File: config.mk
export PLATFORM = sky130hd
export DESIGN_NAME = nock_increment
export DESIGN_NICKNAME = d
export VERILOG_FILES = /design/src/rtl/nock_increment_pkg.sv /design/src/rtl/nock_increment_mem_port.sv /design/src/rtl/nock_increment.sv
export SDC_FILE = /design/constraint.sdc
export NUM_CORES = 1
export LEC_CHECK = 0
export BUFFER_PORTS_ARGS = -buffer_cell sky130_fd_sc_hd__buf_2
export CAP_MARGIN = 10
export CORE_UTILIZATION = 59
export CTS_CLUSTER_DIAMETER = 40
export DETAILED_ROUTE_END_ITERATION = 16
export GPL_TIMING_DRIVEN = 0
export PLACE_DENSITY_LB_ADDON = 0.08
export SETUP_SLACK_MARGIN = 0.3
export SLEW_MARGIN = 20
export SYNTH_ARGS = -nofsm -noshare
export SYNTH_HDL_FRONTEND = slang
export SYNTH_HIERARCHICAL = 1
export SYNTH_SLANG_ARGS = --single-unit
File: constraint.sdc
create_clock -name clk -period 13 [get_ports clk]
set_input_delay 0.65 -clock clk [delete_from_list [all_inputs] [get_ports clk]]
set_output_delay 0.65 -clock clk [all_outputs]
set_load 0.01 [all_outputs]
File: src/rtl/nock_increment_pkg.sv
// Shared constants for the Nock opcode units: word layout, tag bits, memory functions, return codes.
// The FSM encoding includes the FREE states only when NOCK_INC_FREE_EN is defined.
package nock_increment_pkg;

   localparam int ADDR_W_DEF = 11;
   localparam int NOUN_W_DEF = 28;
   localparam int TAG_W_DEF  = 8;

   // Word is {tag, hed, tel}; tag bit set means that slot holds a pointer to a cell.
   localparam int TAG_TEL_CELL  = 0;
   localparam int TAG_HED_CELL  = 1;
   localparam int TAG_EXECUTE   = 7;
   localparam int TAG_ATOM_ATOM = 0;

   localparam logic [1:0] MEM_IDLE     = 2'd0;
   localparam logic [1:0] GET_CONTENTS = 2'd1;
   localparam logic [1:0] SET_CONTENTS = 2'd2;

   localparam logic [3:0] SYS_FUNC_TRAVERSE = 4'h2;
   localparam logic [3:0] SYS_FUNC_EXECUTE  = 4'h3;
   localparam logic [3:0] SYS_TRAVERSE_POP  = 4'h2;
   localparam logic [3:0] SYS_EXECUTE_ERROR = 4'hF;

   localparam logic [7:0] ERR_NONE     = 8'h00;
   localparam logic [7:0] ERR_B_CELL   = 8'h41;
   localparam logic [7:0] ERR_OVERFLOW = 8'h42;
   localparam logic [7:0] ERR_NO_MATCH = 8'h43;

   typedef enum logic [3:0] {
      ST_IDLE,
      ST_CHECK,
      ST_RD_PAR,
      ST_RD_WAIT,
      ST_MATCH,
      ST_ROOT,
      ST_WR,
      ST_WR_WAIT,
`ifdef NOCK_INC_FREE_EN
      ST_FREE,
      ST_FREE_WAIT,
`endif
      ST_DONE,
      ST_ERR
   } inc_state_t;

endpackage

File: src/rtl/nock_increment_mem_port.sv
// Single-request memory port: one-cycle strobe, then waits for the first mem_ready.
// Reusable by the sibling opcode units; module name nock_mem_port.
module nock_mem_port
   import nock_increment_pkg::*;
#(
   parameter int ADDR_W = ADDR_W_DEF,
   parameter int DATA_W = TAG_W_DEF + 2 * NOUN_W_DEF
) (
   input  logic              clk,
   input  logic              rst,
   input  logic              req,
   input  logic [1:0]        req_func,
   input  logic [ADDR_W-1:0] req_addr,
   input  logic [DATA_W-1:0] req_wdata,
   input  logic              mem_ready,
   output logic              mem_execute,
   output logic [ADDR_W-1:0] address1,
   output logic [1:0]        mem_func,
   output logic [DATA_W-1:0] write_data,
   output logic              done
);

   logic pending;

   // A ready that arrives with no request outstanding is ignored.
   always_ff @(posedge clk or posedge rst) begin
      if (rst) begin
         pending <= 1'b0;
      end else if (req) begin
         pending <= 1'b1;
      end else if (mem_ready) begin
         pending <= 1'b0;
      end
   end

   assign done        = pending & mem_ready;
   assign mem_execute = req;
   assign mem_func    = req ? req_func : MEM_IDLE;
   assign address1    = req_addr;
   assign write_data  = req ? req_wdata : '0;

endmodule

File: src/rtl/nock_increment.sv
// Nock opcode 4 unit: increments atom b of node [4 b] and splices the result into the parent.
// Define NOCK_INC_FREE_EN to zero the consumed node after the parent write.
module nock_increment
   import nock_increment_pkg::*;
#(
   parameter int  ADDR_W = ADDR_W_DEF,
   parameter int  NOUN_W = NOUN_W_DEF,
   parameter int  TAG_W  = TAG_W_DEF,
   localparam int DATA_W = TAG_W + 2 * NOUN_W
) (
   input  logic              clk,
   input  logic              rst,
   input  logic              start,
   input  logic [ADDR_W-1:0] node_addr,
   input  logic [DATA_W-1:0] node_data,
   input  logic [ADDR_W-1:0] parent_addr,
   input  logic              mem_ready,
   input  logic [DATA_W-1:0] read_data1,
   output logic              mem_execute,
   output logic [ADDR_W-1:0] address1,
   output logic [1:0]        mem_func,
   output logic [DATA_W-1:0] write_data,
   output logic              module_finished,
   output logic [ADDR_W-1:0] ret_address,
   output logic [3:0]        ret_sys_func,
   output logic [3:0]        ret_state,
   output logic [7:0]        error
);

   localparam int HED_LO = NOUN_W;
   localparam int TAG_LO = 2 * NOUN_W;
   localparam logic [ADDR_W-1:0] NIL = '1;

   inc_state_t        state, next_state;
   logic [ADDR_W-1:0] node_addr_q, parent_addr_q, wr_addr;
   logic              node_tel_cell_q, root_q;
   logic [NOUN_W-1:0] node_tel_q, result_q, result_c;
   logic [DATA_W-1:0] parent_word_q, wr_word_q, match_word;
   logic [TAG_W-1:0]  par_tag;
   logic [NOUN_W-1:0] par_hed, par_tel;
   logic              req, mem_done;
   logic [1:0]        req_func;
   logic [ADDR_W-1:0] req_addr;
   logic [DATA_W-1:0] req_wdata;
   logic [7:0]        err_code;
   logic              node_data_unused;

   assign node_data_unused = ^{node_data[DATA_W-1:TAG_LO+1], node_data[TAG_LO-1:HED_LO]};
   assign result_c = node_tel_q + NOUN_W'(1);
   assign par_tag  = parent_word_q[DATA_W-1:TAG_LO];
   assign par_hed  = parent_word_q[TAG_LO-1:HED_LO];
   assign par_tel  = parent_word_q[NOUN_W-1:0];
   assign wr_addr  = root_q ? node_addr_q : parent_addr_q;
   assign module_finished = (state == ST_DONE) || (state == ST_ERR);

   always_ff @(posedge clk or posedge rst) begin
      if (rst) begin
         state <= ST_IDLE;
      end else begin
         state <= next_state;
      end
   end

   // Next-state and memory request decode; the root case reuses the write/wait path.
   always_comb begin
      next_state = state;
      req        = 1'b0;
      req_func   = MEM_IDLE;
      req_addr   = '0;
      req_wdata  = '0;
      err_code   = ERR_NONE;
      match_word = parent_word_q;
      case (state)
         ST_IDLE: begin
            if (start) next_state = ST_CHECK;
         end
         ST_CHECK: begin
            if (node_tel_cell_q) begin
               err_code   = ERR_B_CELL;
               next_state = ST_ERR;
            end else if (&node_tel_q) begin
               err_code   = ERR_OVERFLOW;
               next_state = ST_ERR;
            end else if (parent_addr_q == NIL) begin
               next_state = ST_ROOT;
            end else begin
               next_state = ST_RD_PAR;
            end
         end
         ST_RD_PAR: begin
            req        = 1'b1;
            req_func   = GET_CONTENTS;
            req_addr   = parent_addr_q;
            next_state = ST_RD_WAIT;
         end
         ST_RD_WAIT: begin
            req_addr = parent_addr_q;
            if (mem_done) next_state = ST_MATCH;
         end
         ST_MATCH: begin
            if (par_hed == NOUN_W'(node_addr_q) && par_tag[TAG_HED_CELL]) begin
               match_word[TAG_LO+TAG_HED_CELL] = 1'b0;
               match_word[TAG_LO-1:HED_LO]     = result_q;
               next_state = ST_WR;
            end else if (par_tel == NOUN_W'(node_addr_q) && par_tag[TAG_TEL_CELL]) begin
               match_word[TAG_LO+TAG_TEL_CELL] = 1'b0;
               match_word[NOUN_W-1:0]          = result_q;
               next_state = ST_WR;
            end else begin
               err_code   = ERR_NO_MATCH;
               next_state = ST_ERR;
            end
         end
         ST_ROOT, ST_WR: begin
            req        = 1'b1;
            req_func   = SET_CONTENTS;
            req_addr   = wr_addr;
            req_wdata  = wr_word_q;
            next_state = ST_WR_WAIT;
         end
         ST_WR_WAIT: begin
            req_addr = wr_addr;
            if (mem_done) begin
`ifdef NOCK_INC_FREE_EN
               next_state = root_q ? ST_DONE : ST_FREE;
`else
               next_state = ST_DONE;
`endif
            end
         end
`ifdef NOCK_INC_FREE_EN
         ST_FREE: begin
            req        = 1'b1;
            req_func   = SET_CONTENTS;
            req_addr   = node_addr_q;
            next_state = ST_FREE_WAIT;
         end
         ST_FREE_WAIT: begin
            req_addr = node_addr_q;
            if (mem_done) next_state = ST_DONE;
         end
`endif
         ST_DONE, ST_ERR: begin
            next_state = ST_IDLE;
         end
         default: begin
            next_state = ST_IDLE;
         end
      endcase
   end

   // Operand capture; the root word is prepared in CHECK so ROOT can write it directly.
   always_ff @(posedge clk or posedge rst) begin
      if (rst) begin
         node_addr_q     <= '0;
         parent_addr_q   <= '0;
         node_tel_cell_q <= 1'b0;
         node_tel_q      <= '0;
         result_q        <= '0;
         root_q          <= 1'b0;
         parent_word_q   <= '0;
         wr_word_q       <= '0;
      end else begin
         case (state)
            ST_IDLE: begin
               if (start) begin
                  node_addr_q     <= node_addr;
                  parent_addr_q   <= parent_addr;
                  node_tel_cell_q <= node_data[TAG_LO+TAG_TEL_CELL];
                  node_tel_q      <= node_data[NOUN_W-1:0];
               end
            end
            ST_CHECK: begin
               result_q  <= result_c;
               root_q    <= (parent_addr_q == NIL);
               wr_word_q <= {TAG_W'(TAG_ATOM_ATOM), result_c, {NOUN_W{1'b0}}};
            end
            ST_RD_WAIT: begin
               if (mem_done) parent_word_q <= read_data1;
            end
            ST_MATCH: begin
               wr_word_q <= match_word;
            end
            default: begin
            end
         endcase
      end
   end

   // Return codes are loaded on the way into DONE/ERR and held until the next start.
   always_ff @(posedge clk or posedge rst) begin
      if (rst) begin
         ret_address  <= '0;
         ret_sys_func <= 4'h0;
         ret_state    <= 4'h0;
         error        <= ERR_NONE;
      end else if (state == ST_IDLE && start) begin
         ret_address  <= '0;
         ret_sys_func <= 4'h0;
         ret_state    <= 4'h0;
         error        <= ERR_NONE;
      end else if (next_state == ST_DONE) begin
         ret_address  <= wr_addr;
         ret_sys_func <= SYS_FUNC_TRAVERSE;
         ret_state    <= SYS_TRAVERSE_POP;
         error        <= ERR_NONE;
      end else if (next_state == ST_ERR) begin
         ret_address  <= node_addr_q;
         ret_sys_func <= SYS_FUNC_EXECUTE;
         ret_state    <= SYS_EXECUTE_ERROR;
         error        <= err_code;
      end
   end

   nock_mem_port #(
      .ADDR_W(ADDR_W),
      .DATA_W(DATA_W)
   ) u_mem_port (
      .clk        (clk),
      .rst        (rst),
      .req        (req),
      .req_func   (req_func),
      .req_addr   (req_addr),
      .req_wdata  (req_wdata),
      .mem_ready  (mem_ready),
      .mem_execute(mem_execute),
      .address1   (address1),
      .mem_func   (mem_func),
      .write_data (write_data),
      .done       (mem_done)
   );

endmodule

# Word level (Yosys, flattened, before mapping)
# Index checks and enable logic that the tools add are counted.
# word_totals
register_bits	240
ramBits	0
input_bits	154
memories	0
out_inout_bits	106
word_cells	87
romBits	0
latch_bits	0
# op_classes
add_sub_neg	1
multipliers	0
n_reduce_logical	15
eq_ne	14
bitwise	1
order_cmp	0
n_div	0
shifts	0
n_mux	42
# ops
cell	count
$mux 64	2
$pmux 64 s2	1
$mux 28	3
$eq 28x11->1	2
$mux 4	13
$mux 11	4
$add 28x1->28 const B	1
$mux 7	4
$pmux 4 s7	1
$reduce_and 28->1	1
$mux 8	3
$pmux 11 s2	1
$eq 4x3->1 const B	4
$eq 4x4->1 const B	4
$pmux 7 s2	1
$eq 11x11->1 const B	1
$eq 4x2->1 const B	2
$mux 1	6
$reduce_or 3->1	2
$eq 4x1->1 const B	1
$logic_not 4->1	1
$pmux 2 s2	1
$reduce_and 2->1	2
$reduce_bool 2->1	2
7 further kinds	10

# Longest topological paths before layout
# Gate-level depths: netlist of the first run.
# logic_depth
word_depth	9
ltp_mapped	8
depth_no_buf	6

# Hierarchy
# The synthesis of the first run kept the hierarchy.
# modules_own_cells
mod	cells_each	seq_area_each_um2	area_each_um2	instances
nock_increment	959	5705.5	10766.6	1
nock_mem_port	90	25.0	609.3	1

# Least setup slack after synthesis of the first run
# No wires, ideal clock.
# synth_path
path_kind	flip-flop to output port
start	reg state[0]
end	out address1[0]
n_path_buf	3
t_arrival_ns	1.562
path_stages_with_launch	7
t_required_ns	12.350
path_slack_ns	10.788
path_cell_list	dfrtp_1 > clkbuf_1 > a21oi_1 > a211oi_1 > clkbuf_1 > a22o_1 > buf_4
# synth_via
elab_chain_len	3
word_cells_on_any_way	8
classes_between	eq/ne: 5; mux: 1; reduce/logical: 2
# synth_lines
element	line_no	source
from (decl)	nock_increment.sv:34	inc_state_t state, next_state;
from (signal assigned)	nock_increment.sv:60	state <= next_state;
$eq 4x3->1 or $eq 4x2->1 (tied branches)	nock_increment.sv:73	case (state)
$reduce_or 3->1 (no source line) or $reduce_or 2->1 (tied branches)	-	
$pmux 11 s2 (*)	nock_increment.sv:73	
to (decl)	nock_increment.sv:20	output logic [ADDR_W-1:0] address1,
# Every way passes the cells marked *; elsewhere a longest branch is shown, timed or not.

# Worst setup path after layout of the first run
# layout_path
start	reg state[3]
end	out write_data[34]
# layout_via
elab_chain_len	4
word_cells_on_any_way	8
classes_between	eq/ne: 3; mux: 3; reduce/logical: 2
# layout_lines
element	line_no	source
$eq 4x3->1	nock_increment.sv:73	
$reduce_or 2->1 (*)	nock_increment.sv:73	
$mux 64 (*)	nock_increment.sv:73	
net req_wdata[34]	nock_increment.sv:44	logic [DATA_W-1:0] req_wdata;
$mux 64 (*)	nock_increment_mem_port.sv:40	assign write_data = req ? req_wdata : '0;
to (decl)	nock_increment.sv:22	output logic [DATA_W-1:0] write_data,
# Mark *: on every way through the listed nets, which the timed path passes. The rest lies on a longest branch.

==> results of run 1 <==
## report_power, final
group          internal [uW]  switching (uW)  leakage (uW)
registers               1050             350       0.00281
logic                    597             639       0.00318
clock network            590             343      0.000561
## layout by cell type, fill, tap and decap left out, types with 8 or more instances in the layout
cell / Yosys / layout
o21ai_0: 13 / 13
and2_1: 134 / 134
o21a_1: 10 / 10
nor3_1: 12 / 12
mux2_2: 115 / 115
clkinvlp_4: 0 / 8
buf_2: 7 / 224
nor4_1: 12 / 12
dfrtp_1: 229 / 229
clkbuf_16: 0 / 37
xor2_1: 15 / 15
xnor2_1: 32 / 32
buf_1: 9 / 9
o21ai_1: 35 / 35
a21oi_1: 40 / 40
nand3_1: 32 / 32
nand2_1: 75 / 75
buf_4: 24 / 24
a22o_1: 20 / 20
nor2_1: 45 / 45
a211oi_1: 8 / 8
clkbuf_1: 39 / 41
o211ai_1: 9 / 9
buf_6: 8 / 8
nand4_1: 19 / 19
mux2i_1: 46 / 46
## sequential cells by signal, summed over array words and instances, names as in the netlist
register / flops
parent_word_q: 64
wr_word_q: 64
node_tel_q: 28
result_q: 28
node_addr_q: 11
parent_addr_q: 11
ret_address: 11
state: 4
error: 3
ret_state: 2
node_tel_cell_q: 1
root_q: 1
u_mem_port/pending: 1
## worst min-delay path by stage
stage                                   start                             end  slack [ps]  cells past startpoint
3_3_place_gp   u_mem_port/pending$_DFFE_PP0P_  u_mem_port/pending$_DFFE_PP0P_         450                      1
5_1_grt                                   rst  u_mem_port/pending$_DFFE_PP0P_          20                      2
3_5_place_dp         wr_word_q[8]$_DFFE_PP0N_        wr_word_q[8]$_DFFE_PP0N_         470                      2
2_1_floorplan                             rst  u_mem_port/pending$_DFFE_PP0P_         380                      1
4_1_cts                                   rst  u_mem_port/pending$_DFFE_PP0P_          20                      2
6_report                                  rst  u_mem_port/pending$_DFFE_PP0P_          30                      2
## critical path: cells and delay by family, from the launching register on
kind                   cells  cell delay [ps]
DFF                        1              460
and+or+nand+nor            4              770
buffers and inverters      3             1140
## kinds of logic (layout without fill, tap and decap cells)
family	count (synthesis)	in the layout	share of synthesized area, %
xor gates and xnor gates	47	47	3.62
buffers and inverters	96	378	4.71
adders and majority gates	1	1	0.110
AOI/OAI and AO/OA	161	161	9.10
and+or+nand+nor	353	353	16.6
muxes	161	161	15.4
other	1	7	0.0330
DFF	229	229	50.4
## layer usage
layer	part of all wire [%]	up-vias
met5	0	-
met4	3.2	0
met3	6.5	71
met2	48	351
met1	42	4513
li1	-	4170
## through the flow
step	power (uW)	hold slack (ps)	utilization, %	instance area (um^2)	instances
after CTS	3570	22.5	74.7	14100	1597
after global placement	2570	452	68.0	12800	1532
after global routing	3780	23.1	74.7	14100	1597
after detailed placement	2620	468	68.4	12900	1534
after floorplan	2180	379	-	11400	1055
final	3570	32.0	74.7	14100	1597
## cell type report
class / instances / area, um^2
tap: 260 / 325
sequential: 229 / 5730
inverter: 8 / 37.5
timing repair buffer: 219 / 1140
fill: 1388 / 4770
multi-input combinational: 730 / 5140
buffer: 88 / 505
clock buffer: 44 / 1000
clock inverter: 19 / 184
==> impl_metrics.toml, run 1 <==
[grt]
grt_start_max_net_pins = 83
antenna_found_initial = 2
grt_util_met3_pct = 6.76
gr-usage-met1_pct = 42.9
grt_overflow_total = 0
grt.total_usage_pct = 33.1
top_usage_layer = "met2"
use_met2_pct = 55.3
grt_pass1_vias = 9183
grt_pass1_wl_um = 50000

[layout]
antennaDiodeCount = 0
num-nets-final = 1467
syn2layout_area_growth_pct = 23.6
drive_above_1_share_pct = 33.5

[logic_synthesis]
ys_seq_elements = 229
yosys.area.top_type_share_pct = 50.4
synth.most_common_cell = "dfrtp_1"
synthArstFlopShare_pct = 100
seq_area_frac_synth_pct = 50.4
syn_area_um2 = 11400
yosysTopAreaCell = "dfrtp_1"
synth_area_per_cell_um2 = 10.8
synth_cells = 1049
synth_common_cells = "229 x dfrtp_1, 134 x and2_1, 115 x mux2_2"
synth.distinct_cells = 51
synth_edf_count = 0
yosysWarnings = 6
ys_top_cells_by_area = "dfrtp_1 50%, mux2_2 11%, and2_1 7.4%"
synthFlopType = "dfrtp_1"

[outcome]
outcome = "completed"

[floorplan]
die_area_um2 = 19800
die_w_um = 141
rows = 50
core_um2 = 18800
die_h_um = 141
start_util_pct = 60.4
io_pins = 260

[clock_network]
clock_latency_ps = 510
cts.clk_slew.worst_paths_ps = 50
ctsHoldBuffers = 0
cts_resized = 0
cts_tree = "yes"
cts_root_buf = "clkbuf_16"
cts_setup_buffers = 0
cts_buffers = 36
clockBufferDepth = 3
h-tree-depth = 2
numClockSinks = 229

[timing]
finalSetupTns_ps = 0
slew_violations = 0
worst_slew_margin_rel_pct = 34.0
setup_ws_ps = 9470
max_freq_mhz = 283
fin_crit_sh_pct = 27.1
rsz0062_at_grt = "false"
tightest_slew_ps = 982
min_period_ps = 3530
setup_viol = 0
finalHoldViolCount = 0
skew_ps = 17.0

[setup_path]
crit_arrival_ps = 2880
max_stage_delay_ps = 580
rr_startpoint = "parent_word_q[51]$_DFFE_PP0P_"
crit_start = "state[3]$_DFF_PP0_"
r2r_slack_ps = 10030
cp_cell_sequence = "nand2b_1 > nor2_1 > clkbuf_1 > clkbuf_1 > and2_1 > and2_1 > buf_2"
path_max_fanout = 10
r2r_end = "wr_word_q[29]$_DFFE_PP0N_"
ff2ff_path_depth = 8
end_kind = "primary output"
crit_path_top_delay_cell = "clkbuf_1"
crit_path_end = "write_data[34]"
crit_type = "register to primary output"
cp-start-kind = "register"
required_ps = 12350

[flow_run]
drv_cap = 0

[hold_path]
hold_path_class = "input port to asynchronous set/reset pin"

[power]
ir_drop_mv = 0.150
power_density_nw_per_um2 = 254
p_leak_uw = 0.00655

[routing]
wl_per_cell_um = 19.7
ant_nets = 0
drt_iter0_drc = 541
drc = 0
dr.pass1.iters = 5
vias_per_cell = 5.70
vias = 9105
drt-total-wl_um = 31500

[placement]
gp_congestion = 0.900
dp_slack_ps = 10020
hpwl_um = 23100
port_buffers = 217
No activity file was read; power rests on OpenSTA's default activity.
==> run 2: changes to the inputs <==
--- a/config.mk
+++ b/config.mk
@@ -7,7 +7,7 @@
 export LEC_CHECK = 0
 export BUFFER_PORTS_ARGS = -buffer_cell sky130_fd_sc_hd__buf_2
 export CAP_MARGIN = 10
-export CORE_UTILIZATION = 59
+export CORE_UTILIZATION = 55
 export CTS_CLUSTER_DIAMETER = 40
 export DETAILED_ROUTE_END_ITERATION = 16
 export GPL_TIMING_DRIVEN = 0
==> constraint.sdc (replaced) <==
create_clock -name clk -period 3.5 [get_ports clk]
set_input_delay 0.175 -clock clk [delete_from_list [all_inputs] [get_ports clk]]
set_output_delay 0.175 -clock clk [all_outputs]
set_load 0.01 [all_outputs]
==> impl_metrics.toml, run 2 (synthesis gave the netlist of run 1 again) <==
[timing]
rsz0062_at_grt = "false"
min_period_ps = 3090
fin_crit_sh_pct = 88.3
setup_ws_ps = 409
whs_ps = 71.7
setup_viol = 0
max_freq_mhz = 324
finalHoldViolCount = 0
skew_ps = 11.7
tightest_slew_ps = 915
worst_slew_margin_rel_pct = 38.1
finalSetupTns_ps = 0
slew_violations = 0

[power]
p_leak_uw = 0.00712
ir_drop_mv = 0.507
power_density_nw_per_um2 = 882

[layout]
num-nets-final = 1591
antennaDiodeCount = 0
final_cell_mix = "229 x dfrtp_1, 224 x buf_2, 134 x and2_1, 117 x dlygate4sd3_1, 115 x mux2_2"
drive_above_1_share_pct = 31.1
syn2layout_area_growth_pct = 35.6
final_core_util_pct = 76.2
final_common_cell = "dfrtp_1"
largestRegisters = "parent_word_q: 64 flops, wr_word_q: 64 flops"
final.fill_count = 1395

[setup_path]
required_ps = 3320
cp_cell_sequence = "nand2b_1 > nor2_1 > clkbuf_1 > clkbuf_1 > and2_1 > and2_1 > buf_2"
crit_arrival_ps = 2920
path_max_fanout = 10
cp-start-kind = "register"
max_stage_delay_ps = 610
crit_type = "register to primary output"
crit_path_top_delay_cell = "clkbuf_1"
end_kind = "primary output"

[floorplan]
io_pins = 260
core_um2 = 20200
rows = 52
die_h_um = 146
start_util_pct = 56.2
die_area_um2 = 21300
die_w_um = 146

[placement]
dp_slack_ps = 659
gp_congestion = 0.871
port_buffers = 217
hpwl_um = 24300

[routing]
vias_per_cell = 5.66
drc = 0
vias = 9802
drt_iter0_drc = 691
ant_nets = 0
wl_per_cell_um = 20.1
drt-total-wl_um = 34900
dr.pass1.iters = 5

[grt]
grt_pass1_wl_um = 54800
antenna_found_initial = 0
grt_pass1_vias = 10088
grt_overflow_total = 0
grt_start_max_net_pins = 34
grt.total_usage_pct = 33.6

[clock_network]
cts.clk_slew.worst_paths_ps = 50
clockBufferDepth = 3
numClockSinks = 229
h-tree-depth = 2
cts_root_buf = "clkbuf_16"
cts_setup_buffers = 0
cts_tree = "yes"
cts_buffers = 36
clock_latency_ps = 500

[hold_path]
hold_path_class = "input port to asynchronous set/reset pin"

[flow_run]
drv_cap = 0

[outcome]
outcome = "completed"
## run 2: changes by cell type in the layout (fill, tap and decap cells not counted), sizes merged
cell,previous run,this run
dlygate4sd3,0,117
buf,268,275
clkbuf,83,85
clkinv,7,5
bufinv,2,3
## run 2: path summary, 6_finish.rpt
kind                                             endpoint  slack [ps]  cells past startpoint                           start
min                        u_mem_port/pending$_DFFE_PP0P_          70                      3                             rst
min reg2reg                u_mem_port/pending$_DFFE_PP0P_         470                      1  u_mem_port/pending$_DFFE_PP0P_
max in group asynchronous    parent_word_q[6]$_DFFE_PP0P_        2300                      6                             rst
max                                        write_data[36]         410                      7              state[3]$_DFF_PP0_
min in group clk            parent_word_q[38]$_DFFE_PP0P_         430                      3                  read_data1[38]
max reg2reg                     wr_word_q[38]$_DFFE_PP0N_         600                      8   parent_word_q[51]$_DFFE_PP0P_
## run 2: final cells by class
class | count | area, um^2 | area share, %
Clock buffer | 46 | 1020 | 6.61
Sequential cell | 229 | 5730 | 37.1
Inverter | 8 | 33.8 | 0.219
Clock inverter | 18 | 201 | 1.31
Tap cell | 270 | 338 | 2.19
Timing Repair Buffer | 343 | 2470 | 16.0
Buffer | 88 | 505 | 3.28
Multi-Input combinational cell | 730 | 5130 | 33.3
## run 2: what timing repair did
item,CTS,global route
hold buffers,117,0
gates resized for setup,0,0
hold endpoints to repair,147,0
## run 2: critical path, delay by kind of cell (launching register included)
family / cells / cell delay [ps]
flops: 1 / 460
buf+inv: 3 / 1190
simple gates: 4 / 760
## run 2: metal layers
layer | global-route usage [%] | routed length [um] | share of wire, %
met3 | 5.27 | 2120 | 6.1
met1 | 42.1 | 13900 | 40
met2 | 56.4 | 17100 | 49
met4 | 17.4 | 1720 | 4.9
met5 | 0 | 0 | 0
## run 2: through the flow
stage	total power (uW)	instances	area, um^2
finish	13600	1732	15400
global route	14300	1732	15400
CTS	13500	1732	15400
detailed placement	9780	1551	13000
global placement	9590	1542	12800
floorplan	8110	1055	11400
## run 2: power breakdown
part / total (uW) / switching (uW) / internal [uW]
registers: 5190 / 1280 / 3910
logic: 4820 / 2500 / 2320
clock network: 3600 / 1310 / 2290
==> run 3: changes to the inputs <==
--- a/config.mk
+++ b/config.mk
@@ -12,6 +12,7 @@
 export DETAILED_ROUTE_END_ITERATION = 16
 export GPL_TIMING_DRIVEN = 0
 export PLACE_DENSITY_LB_ADDON = 0.08
+export REMOVE_ABC_BUFFERS = 1
 export SETUP_SLACK_MARGIN = 0.3
 export SLEW_MARGIN = 20
 export SYNTH_ARGS = -nofsm -noshare
==> impl_metrics.toml, run 3 (synthesis gave the netlist of run 1 again) <==
[routing]
drc = 0
drt_iter0_drc = 669
vias_per_cell = 5.55
wl_per_cell_um = 18.8
drt-total-wl_um = 31200
ant_nets = 0
vias = 9232
dr.pass1.iters = 6

[clock_network]
cts_root_buf = "clkbuf_16"
clock_latency_ps = 500
cts_tree = "yes"
h-tree-depth = 2
clockBufferDepth = 3
cts_buffers = 37
numClockSinks = 229
cts.clk_slew.worst_paths_ps = 50

[power]
power_density_nw_per_um2 = 881
ir_drop_mv = 0.542
fin_total_pwr_uw = 13400
p_leak_uw = 0.00704

[setup_path]
crit_type = "register to register"
crit_arrival_ps = 3320
required_ps = 3840
cp-start-kind = "register"
end_kind = "register"
path_max_fanout = 12

[floorplan]
die_w_um = 146
core_um2 = 20200
die_h_um = 146
die_area_um2 = 21300
io_pins = 260
rows = 52
start_util_pct = 56.2

[timing]
rsz0062_at_grt = "false"
setup_ws_ps = 523
max_freq_mhz = 336
fin_crit_sh_pct = 85.1
tightest_slew_ps = 838
finalHoldViolCount = 0
setup_viol = 0
worst_slew_margin_rel_pct = 43.8
skew_ps = 11.6
slew_violations = 0
min_period_ps = 2980

[grt]
grt_start_max_net_pins = 104
grt.total_usage_pct = 30.2
grt_pass1_wl_um = 50700
grt_pass1_vias = 9517
grt_overflow_total = 0
antenna_found_initial = 0

[layout]
design_area_um2 = 15200
largestRegisters = "parent_word_q: 64 flops, wr_word_q: 64 flops"
drive_above_1_share_pct = 31.5
final_common_cell = "dfrtp_1"
num-nets-final = 1522
final_core_util_pct = 75.3
syn2layout_area_growth_pct = 33.9
final_cell_mix = "229 x dfrtp_1, 222 x buf_2, 133 x and2_1, 117 x dlygate4sd3_1, 115 x mux2_2"
instances_no_fill = 1662
antennaDiodeCount = 0

[hold_path]
hold_path_class = "input port to asynchronous set/reset pin"

[outcome]
outcome = "completed"

[placement]
dp_slack_ps = 161
gp_congestion = 0.805
place_area_um2 = 12800
port_buffers = 217
dpl.cell_count = 1480
hpwl_um = 20000

[flow_run]
drv_cap = 0
==> run 3: cell types whose count changed in the layout (fill, tap and decap cells not counted), moves of 3 or more <==
cell and delta:
clkbuf_1 -35, buf_8 +3, buf_4 -19, bufinv_16 +3, clkinvlp_4 -8, clkinv_2 +5, inv_6 -3, nor2_1 -3
buf_1 -9, buf_12 -3
==> run 3: power by group <==
part	leakage (uW)	internal, uW	switching [uW]
Clock	0.000623	2490	1220
Combinational	0.00360	2270	2350
Sequential	0.00281	3910	1170
==> run 3: routing by layer <==
| layer | share of wire [%] | GRT usage [%] |
|---|---|---|
| met1 | 44 | 41.0 |
| met2 | 49 | 50.1 |
| met3 | 3.6 | 3.98 |
| met4 | 2.8 | 10.5 |
| met5 | 0 | 0 |
==> run 3: area by class of cell <==
cell class              count  area, um^2
inverters                   8        37.5
clock inverters            14         220
flip-flops and latches    229        5730
clock buffers              50        1030
well taps                 270         338
fillers                  1400        5000
repair buffers            361        2630
multi-input cells         730        5240
==> run 3: worst paths after layout <==
| path | to | cells after the start | start | slack [ps] |
|---|---|---|---|---|
| hold / removal | u_mem_port/pending$_DFFE_PP0P_ | 3 | rst | 120 |
| max in group asynchronous | wr_word_q[44]$_DFFE_PP0N_ | 4 | rst | 2360 |
| hold reg to reg | wr_word_q[4]$_DFFE_PP0N_ | 2 | wr_word_q[4]$_DFFE_PP0N_ | 480 |
| setup / recovery | ret_address[7]$_DFFE_PP0P_ | 6 | parent_word_q[24]$_DFFE_PP0P_ | 520 |
| setup reg to reg | ret_address[7]$_DFFE_PP0P_ | 6 | parent_word_q[24]$_DFFE_PP0P_ | 520 |
| min in group clk | node_tel_q[26]$_DFFE_PP0P_ | 3 | start | 400 |
==> run 3: repair_timing <==
item / in CTS / in global routing
setup endpoints to repair: 10 / 19
hold buffers: 117 / 0
gates resized for setup: 0 / 3
buffers inserted: 1 / 0
endpoints found under the hold margin: 177 / 0
pin swaps: 1 / 0
==> run 3: worst max-delay path, stage by stage (launching register included) <==
cell and delay (ps):
dfrtp_1 400, nor4_1 510, nand4_1 330, or4_4 670, o2bb2ai_2 400, o211ai_4 290
mux2i_1 210
==> run 3: stage by stage <==
stage / hold WS (ps) / setup TNS (ps)
3_5_place_dp: 64.9 / 0
5_1_grt: 144 / 0
6_report: 125 / 0
4_1_cts: 103 / 0
3_3_place_gp: 19.5 / -2144860
2_1_floorplan: -96.3 / -890930
